**src/rtl/serial_ctrl_pkg.sv**
```systemverilog
// Shared types and defaults for the serial transmit controllers.
package serial_ctrl_pkg;

    typedef enum logic [1:0] {
        IDLE,
        LOAD,
        SHIFT,
        GAP
    } seq_state_t;

    localparam int unsigned DEFAULT_WIDTH      = 4;
    localparam int unsigned DEFAULT_DIV        = 1;
    localparam int unsigned DEFAULT_GAP_CYCLES = 0;

    // Width of a counter holding 0..n-1, never narrower than one bit.
    function automatic int unsigned cnt_width(input int unsigned n);
        return (n <= 2) ? 1 : $clog2(n);
    endfunction

endpackage

```
**src/rtl/bit_timer.sv**
```systemverilog
// Per-bit divider: counts DIV cycles per bit and flags the final cycle of each bit.
module bit_timer
    import serial_ctrl_pkg::*;
#(
    parameter int unsigned DIV = DEFAULT_DIV
) (
    input  logic clk_i,
    input  logic rst_ni,
    input  logic clear_i,
    input  logic en_i,
    output logic tick_o,
    output logic tick_next_o
);

    localparam int unsigned   CW   = cnt_width(DIV);
    localparam logic [CW-1:0] LAST = CW'(DIV - 1);

    logic [CW-1:0] cnt_q, cnt_d;
    logic          tick_q;

    always_comb begin
        cnt_d = cnt_q;
        if (clear_i) begin
            cnt_d = '0;
        end else if (en_i) begin
            cnt_d = (cnt_q == LAST) ? '0 : cnt_q + 1'b1;
        end
    end

    // tick_next_o lets the owner register outputs that coincide with tick_o.
    assign tick_next_o = (cnt_d == LAST);
    assign tick_o      = tick_q;

    always_ff @(posedge clk_i) begin
        if (!rst_ni) begin
            cnt_q  <= '0;
            tick_q <= 1'b0;
        end else begin
            cnt_q  <= cnt_d;
            tick_q <= tick_next_o;
        end
    end

endmodule

```
**src/rtl/piso_tx_sequencer.sv**
```systemverilog
// Sequences a PISO shift register: accepts a word, issues one load cycle,
// paces WIDTH bits (MSB first) with the bit timer and inserts an optional gap.
module piso_tx_sequencer
    import serial_ctrl_pkg::*;
#(
    parameter int unsigned WIDTH      = DEFAULT_WIDTH,
    parameter int unsigned DIV        = DEFAULT_DIV,
    parameter int unsigned GAP_CYCLES = DEFAULT_GAP_CYCLES
) (
    input  logic                     clock,
    input  logic                     reset_n,
    input  logic                     in_valid,
    output logic                     in_ready,
    input  logic [WIDTH-1:0]         in_data,
    input  logic                     abort,
    output logic                     sr_load_shift,
    output logic                     sr_bit_en,
    output logic [WIDTH-1:0]         sr_data,
    output logic                     ser_valid,
    output logic [$clog2(WIDTH)-1:0] bit_idx,
    output logic                     done,
    output logic                     busy
);

    localparam int unsigned   IW       = $clog2(WIDTH);
    localparam int unsigned   GW       = cnt_width(GAP_CYCLES + 1);
    localparam logic [IW-1:0] TOP_IDX  = IW'(WIDTH - 1);
    localparam logic [GW-1:0] GAP_LAST = GW'((GAP_CYCLES == 0) ? 0 : GAP_CYCLES - 1);

    seq_state_t       state_q, state_d;
    logic [IW-1:0]    idx_q, idx_d;
    logic [GW-1:0]    gap_q, gap_d;
    logic [WIDTH-1:0] data_q, data_d;
    logic             load_q, load_d;
    logic             en_q, en_d;
    logic             valid_q, valid_d;
    logic             done_q, done_d;
    logic             busy_q, busy_d;
    logic             tick, tick_next;
    logic             accept, last_bit;

    bit_timer #(
        .DIV (DIV)
    ) u_bit_timer (
        .clk_i       (clock),
        .rst_ni      (reset_n),
        .clear_i     (state_q != SHIFT),
        .en_i        (state_q == SHIFT),
        .tick_o      (tick),
        .tick_next_o (tick_next)
    );

    // done_q marks the final cycle of bit 0; with no gap a new word may be taken then.
    assign in_ready = reset_n && !abort &&
                      ((state_q == IDLE) ||
                       ((GAP_CYCLES == 0) && (state_q == SHIFT) && done_q));
    assign accept   = in_valid && in_ready;
    assign last_bit = tick && (idx_q == '0);

    always_comb begin
        state_d = state_q;
        idx_d   = idx_q;
        gap_d   = '0;
        data_d  = accept ? in_data : data_q;
        case (state_q)
            IDLE: begin
                if (accept) state_d = LOAD;
            end
            LOAD: begin
                state_d = abort ? IDLE : SHIFT;
                idx_d   = TOP_IDX;
            end
            SHIFT: begin
                if (abort) begin
                    state_d = IDLE;
                end else if (last_bit) begin
                    if (accept)              state_d = LOAD;
                    else if (GAP_CYCLES > 0) state_d = GAP;
                    else                     state_d = IDLE;
                end else if (tick) begin
                    idx_d = idx_q - 1'b1;
                end
            end
            GAP: begin
                if (abort || (gap_q == GAP_LAST)) state_d = IDLE;
                else                              gap_d   = gap_q + 1'b1;
            end
            default: state_d = IDLE;
        endcase
    end

    // Outputs are registered from the next state so they line up with it.
    always_comb begin
        load_d  = (state_d == LOAD);
        valid_d = (state_d == SHIFT);
        busy_d  = (state_d != IDLE);
        en_d    = load_d || (valid_d && tick_next && (idx_d != '0));
        done_d  = valid_d && tick_next && (idx_d == '0);
    end

    always_ff @(posedge clock) begin
        if (!reset_n) begin
            state_q <= IDLE;
            idx_q   <= '0;
            gap_q   <= '0;
            data_q  <= '0;
            load_q  <= 1'b0;
            en_q    <= 1'b0;
            valid_q <= 1'b0;
            done_q  <= 1'b0;
            busy_q  <= 1'b0;
        end else begin
            state_q <= state_d;
            idx_q   <= idx_d;
            gap_q   <= gap_d;
            data_q  <= data_d;
            load_q  <= load_d;
            en_q    <= en_d;
            valid_q <= valid_d;
            done_q  <= done_d;
            busy_q  <= busy_d;
        end
    end

    assign sr_load_shift = load_q;
    assign sr_bit_en     = en_q;
    assign sr_data       = data_q;
    assign ser_valid     = valid_q;
    assign bit_idx       = idx_q;
    assign done          = done_q;
    assign busy          = busy_q;

endmodule

```
**config.mk**
```make
export PLATFORM = sky130hd
export DESIGN_NAME = piso_tx_sequencer
export DESIGN_NICKNAME = d
export VERILOG_FILES = /design/src/rtl/serial_ctrl_pkg.sv /design/src/rtl/bit_timer.sv /design/src/rtl/piso_tx_sequencer.sv
export SDC_FILE = /design/constraint.sdc
export NUM_CORES = 1
export LEC_CHECK = 0
export ABC_CLOCK_PERIOD_IN_PS = 2200
export CAP_MARGIN = 20
export CORE_MARGIN = 2
export CORE_UTILIZATION = 45
export CTS_CLUSTER_SIZE = 16
export DETAILED_ROUTE_END_ITERATION = 7
export GPL_TIMING_DRIVEN = 0
export PLACE_DENSITY = 0.79
export SYNTH_ARGS = -nofsm -noshare
export SYNTH_HDL_FRONTEND = slang
export SYNTH_SLANG_ARGS = --single-unit
```
**constraint.sdc**
```tcl
create_clock -name clock -period 2.2 [get_ports clock]
set_input_delay 0.44 -clock clock [delete_from_list [all_inputs] [get_ports clock]]
set_output_delay 0.44 -clock clock [all_outputs]
set_load 0.1 [all_outputs]
```
# Word-level counts from Yosys, hierarchy flattened
# Cells that the tools add are included.
word_totals:
  latch_bits: 0
  inputBits: 8
  ram_bits: 0
  romBits: 0
  register_bits: 16
  word_cells: 56
  out_inout_bits: 12
  n_memories: 0
op_classes:
  n_bitwise: 4
  n_eq_ne: 6
  n_addsub: 3
  n_shift: 0
  n_reduce_logical: 18
  n_mul: 0
  div_mod_pow: 0
  muxes: 14
  order_cmp: 0
ops:
  columns: ["cell", "n"]
  rows:
  - ["two-way mux 2 bit", 8]
  - ["logical AND 1 bit", 8]
  - ["case mux 2 bit (4 select lines)", 1]
  - ["== test 2 bit, second input constant", 3]
  - ["zero test 2 bit", 3]
  - ["== test 2 x 1 -> 1 bit, second input constant", 2]
  - ["two-way mux 1 bit", 4]
  - ["inverter 1 bit", 4]
  - ["case mux 2 bit (2 select lines)", 1]
  - ["nonzero test 2 bit", 2]
  - ["logical OR 1 bit", 3]
  - ["OR reduction 3 bit", 1]
  - ["adder 1 bit, second input constant", 2]
  - ["inequality test 2 bit, second input constant", 1]
  - ["subtractor 2 x 1 -> 2 bit, second input constant", 1]
  - ["zero test 1 bit", 1]

# Longest topological paths before layout
# Gate-level depths: netlist (run 1).
depth:
  word_depth: 13
  mapped_depth: 7
  ltp_nobuf: 6

# By module
# A second synthesis (run 1) with hierarchy kept.
unflattened:
  hier_cells: 81
  hier_area_um2: 834.6
by_module_without_submodules:
  columns: ["module", "cells_per_inst", "n_inst", "area_per_inst_um2", "seq_area_each_um2"]
  rows:
  - ["piso_tx_sequencer", 75, 1, 765.7, 280.3]
  - ["bit_timer", 6, 1, 68.8, 40.0]

# Least setup slack after synthesis (run 1)
# Ideal clock, no wire load.
synth_timing:
  kind: "register to output"
  startpoint: "register done_q, in the netlist done"
  endpoint: "output in_ready"
  arrival_ns: 3.467
  t_required_ns: 1.760
  path_buffers: 0
  path_stages_with_launch: 3
  slack_ns: -1.707
  cell_sequence: "dfxtp_1 > a21o_1 > nor3b_1"
synth_via:
  elab_chain_cells: 3
synth_lines:
  columns: ["element", "line_no", "source"]
  rows:
  - ["start: declaration", "piso_tx_sequencer.sv:37", "logic done_q, done_d;"]
  - ["start signal: assignment", "piso_tx_sequencer.sv:120", "done_q <= done_d;"]
  - ["logical AND 1 bit", "piso_tx_sequencer.sv:56", "((GAP_CYCLES == 0) && (state_q == SHIFT) && done_q));"]
  - ["logical OR 1 bit", "piso_tx_sequencer.sv:55", "((state_q == IDLE) ||"]
  - ["logical AND 1 bit", "piso_tx_sequencer.sv:54", "assign in_ready = reset_n && !abort &&"]
  - ["end: declaration", "piso_tx_sequencer.sv:13", "output logic in_ready,"]
# Every way passes these cells.

# Worst setup path in the final report (run 1)
layout_timing:
  startpoint: "register load_q, in the netlist sr_load_shift"
  endpoint: "output sr_load_shift"
layout_rtl:
  columns: ["element", "line_no", "source"]
  rows:
  - ["start: declaration", "piso_tx_sequencer.sv:34", "logic load_q, load_d;"]
  - ["start signal: assignment", "piso_tx_sequencer.sv:117", "load_q <= load_d;"]
  - ["end: declaration", "piso_tx_sequencer.sv:16", "output logic sr_load_shift,"]
# No word-level cell between the ends.

==> results.md, run 1 <==
- Layout Nets: 115
- Total of max-cap violations: 0
- RSZ-0062 raised after global routing: false
- Largest register FFs: 4
- Worst rel slew slack: 34.26%
- Routability Congestion: 0.8258
- Post-Synthesis Cells: 78
- Final wirelength: 1401 um
- Share of cells above drive strength 1: 16.00%
- Worst Setup EP: sr_load_shift
- Vias per inst: 5.393
- Slowest cell on the critical path: clkdlybuf4s50_1
- Largest fanout on the critical path: 1
- Post-synth top area cell: dfxtp_1
- FF-to-FF End: sr_bit_en
- Sw Share: 31.69%
- Mapped Nets: 92
- N_diodes: 0
- Top Usage Layer GRT: met2
- Vias in the first global route: 526
- Worst Tran Pin Value: 984.5 ps
- Iteration-0 DRC Markers: 5
- Required time of the critical path: 1760 ps
- Post-placement cell count: 114
- Worst R2R Start: state_q[1]
- Wire length per cell: 11.97 um
- Main area contributors after synthesis: dfxtp_1 (38%), ha_1 (9.6%), mux2i_1 (5.1%)
- Startpoint Class: flip-flop
- CTS H-Tree Depth: 1
- Worst Setup SP: sr_load_shift
- Die ar.: 2087 um^2
- Max Slew Vio Count: 0
- Outcome: finished, final reports clean
- Post-route insts no fill: 117
- Starting Density: 46.82%
- Hold Path Cell Cnt: 2
- TritonCTS Buffers: 3
- Worst Skew: 1.199 ps
- Clock Latency Late Sink: 280 ps
- Clk pin slew, worst setup/hold paths: 90 ps
- Final Cycle Share: 98.29%
- Sink Count: 15
- Total grt overflow: 0
- Sequential element share of the synthesized area: 38.40%
- Worst Reg2Reg Path Length in Cells: 6
- CTS tree: yes
- Post-route DRC: 0
- Num rows: 15
- LEAKAGE: 0.0005071 uW
- Post-route ant nets: 0
- Largest net degree at the start of global routing: 14
- TNS Setup: 0 ps
- First-pass GRT wire length: 2132 um
- Post-synth EDFFs: 0
- Top cell type's share of synthesized area: 38.40%
- IO Port Bufs: 19
- Clock power share: 27.6%
- Top-level port count: 20
- Worst IR drop on VDD: 0.5324 mV
- Mapped Area: 782.0 um^2
- Syn_area_per_cell: 10.03 um^2
- PwrDens: 544.9 nW/um^2
- Chip width: 45.69 um
- Chip height: 45.69 um
- Crit path buffers/inverters: 1
- Root buffer cell: clkbuf_4
- Worst min path class: flip-flop to flip-flop
- Fin worst setup slack: 37.71 ps
- #FFs+latches synth: 15
- R2R Setup Slk: 320 ps
- CP max stage delay: 1120 ps
- Stages on the worst setup path: 1
- Hold buffer count at CTS: 0
- Final hold vios: 0
- Final setup viols: 0
- Worst setup EP type: output pin
- Met3 usage: 2.778%
- Worst EP arrival: 1720 ps
- Core ar.: 1670 um^2
- Internal Power: 389.3 uW
- Max Root-Sink Buffers: 2
- DRT Pass-1 Iters: 4
- Final Util: 62.62%
- Critical path's top delay family: buffers and inverters
- Area Overhead vs Synth: 33.76%
- Fmax achieved: 0.4625 GHz
- Number of distinct library cells after synthesis: 35
- Met2 usage: 22.82%
- Ys Warns: 0
- Initial antenna violation count: 0
- Met1 usage in global routing: 18.20%
- Vias: 631
- Crit-path cells: clkdlybuf4s50_1
- Gate power share: 22.4%
- Crit path time final: 2162 ps
- Asr flop ratio synth: 0%
- Sw Pwr: 180.7 uW
- WS Path Type: flip-flop to output pin
- Seq pwr share: 50.0%
- Top_reg_cell synth: dfxtp_1
- DP Worst Slack: -914.1 ps
- GR Util All Layers: 13.81%
-- power groups by stage --
stage	clock network, uW	logic [uW]	registers [uW]
floorplan	0	47.9	335
global route	168	134	286
global placement	0	127	291
CTS	160	127	285
detailed placement	0	128	291
finish	157	128	285
-- repair_timing --
action,CTS,global route
resized for setup,10,6
buffers inserted,0,0
endpoints found under the hold margin,0,0
endpoints found under the setup margin,4,6
-- synth_stat cells (2+ instances only) --
library cell and number:
a21o_1 2, a21oi_1 3, clkbuf_1 2, dfxtp_1 15, ha_1 6, inv_1 7
mux2i_1 4, nor2_1 9, o211ai_1 3, o21ai_0 2
-- kinds of logic (layout without fill, tap and decap cells) --
family / after synthesis / after routing / synth area share (%)
AO/OA/AOI/OAI: 19 / 19 / 22.56
AND/OR/NAND/NOR: 23 / 23 / 18.88
buffers and inverters: 10 / 32 / 4.960
adder cells (fa/ha/maj): 6 / 6 / 9.600
multiplexers: 4 / 4 / 5.120
flip-flops: 15 / 15 / 38.40
other: 1 / 1 / 0.4795
-- through the flow --
stage	hold slack [ps]	cell area, um^2	total power [uW]
2_1_floorplan	530.4	797.0	382.9
3_3_place_gp	469.2	1008	418.1
3_5_place_dp	475.8	1008	419.3
4_1_cts	487.7	1030	573.0
5_1_grt	523.8	1046	587.9
6_report	484.3	1046	570.0
-- worst min path at each step --
stage / startpoint / end / slack (ps)
6_report: bit_idx[1] / bit_idx[1] / 480
5_1_grt: bit_idx[1] / bit_idx[1] / 520
4_1_cts: bit_idx[1] / bit_idx[1] / 490
3_5_place_dp: bit_idx[1] / bit_idx[1] / 480
3_3_place_gp: bit_idx[1] / bit_idx[1] / 470
2_1_floorplan: reset_n / u_bit_timer.tick_o / 530
-- metal layers --
metal / routed length [um] / part of all wire (%)
met1: 640 / 46
met5: 0 / 0
met4: 0 / 0
met2: 690 / 49
met3: 71 / 5.1
-- worst min-delay path: cells and delay by family (launching register included) --
| kind | cells | cell delay (ps) |
|---|---|---|
| compound gates | 1 | 50 |
| flops | 1 | 340 |
| simple gates | 1 | 60 |
-- cell type report --
type | instances | area (um^2)
Multi-Input combinational cell | 53 | 454.2
Buffer | 2 | 8.758
Clock buffer | 3 | 22.52
Sequential cell | 15 | 304.0
Timing Repair Buffer | 19 | 203.9
Inverter | 7 | 26.28
Clock inverter | 1 | 5.005
Tap cell | 17 | 21.27
Fill cell | 133 | 624.3
-- cells in the final DEF (no fill, tap or decap), types with 2 or more instances in the layout --
master and instances:
nor2_1 9, a21o_1 2, mux2i_1 4, inv_1 7
ha_1 6, o211ai_1 3, o21ai_0 2, dlygate4sd2_1 3
dlymetal6s2s_1 5, clkdlybuf4s50_1 10, dfxtp_2 3, dfxtp_1 12
a21oi_1 3, clkbuf_4 3
No activity file was read; power rests on OpenSTA's default activity.
==> run 2: changes to the inputs <==
Settings changed: CAP_MARGIN 20 to not set.
==> results of run 2 <==
The final DEF is identical to that of run 1; final timing and power are the same.
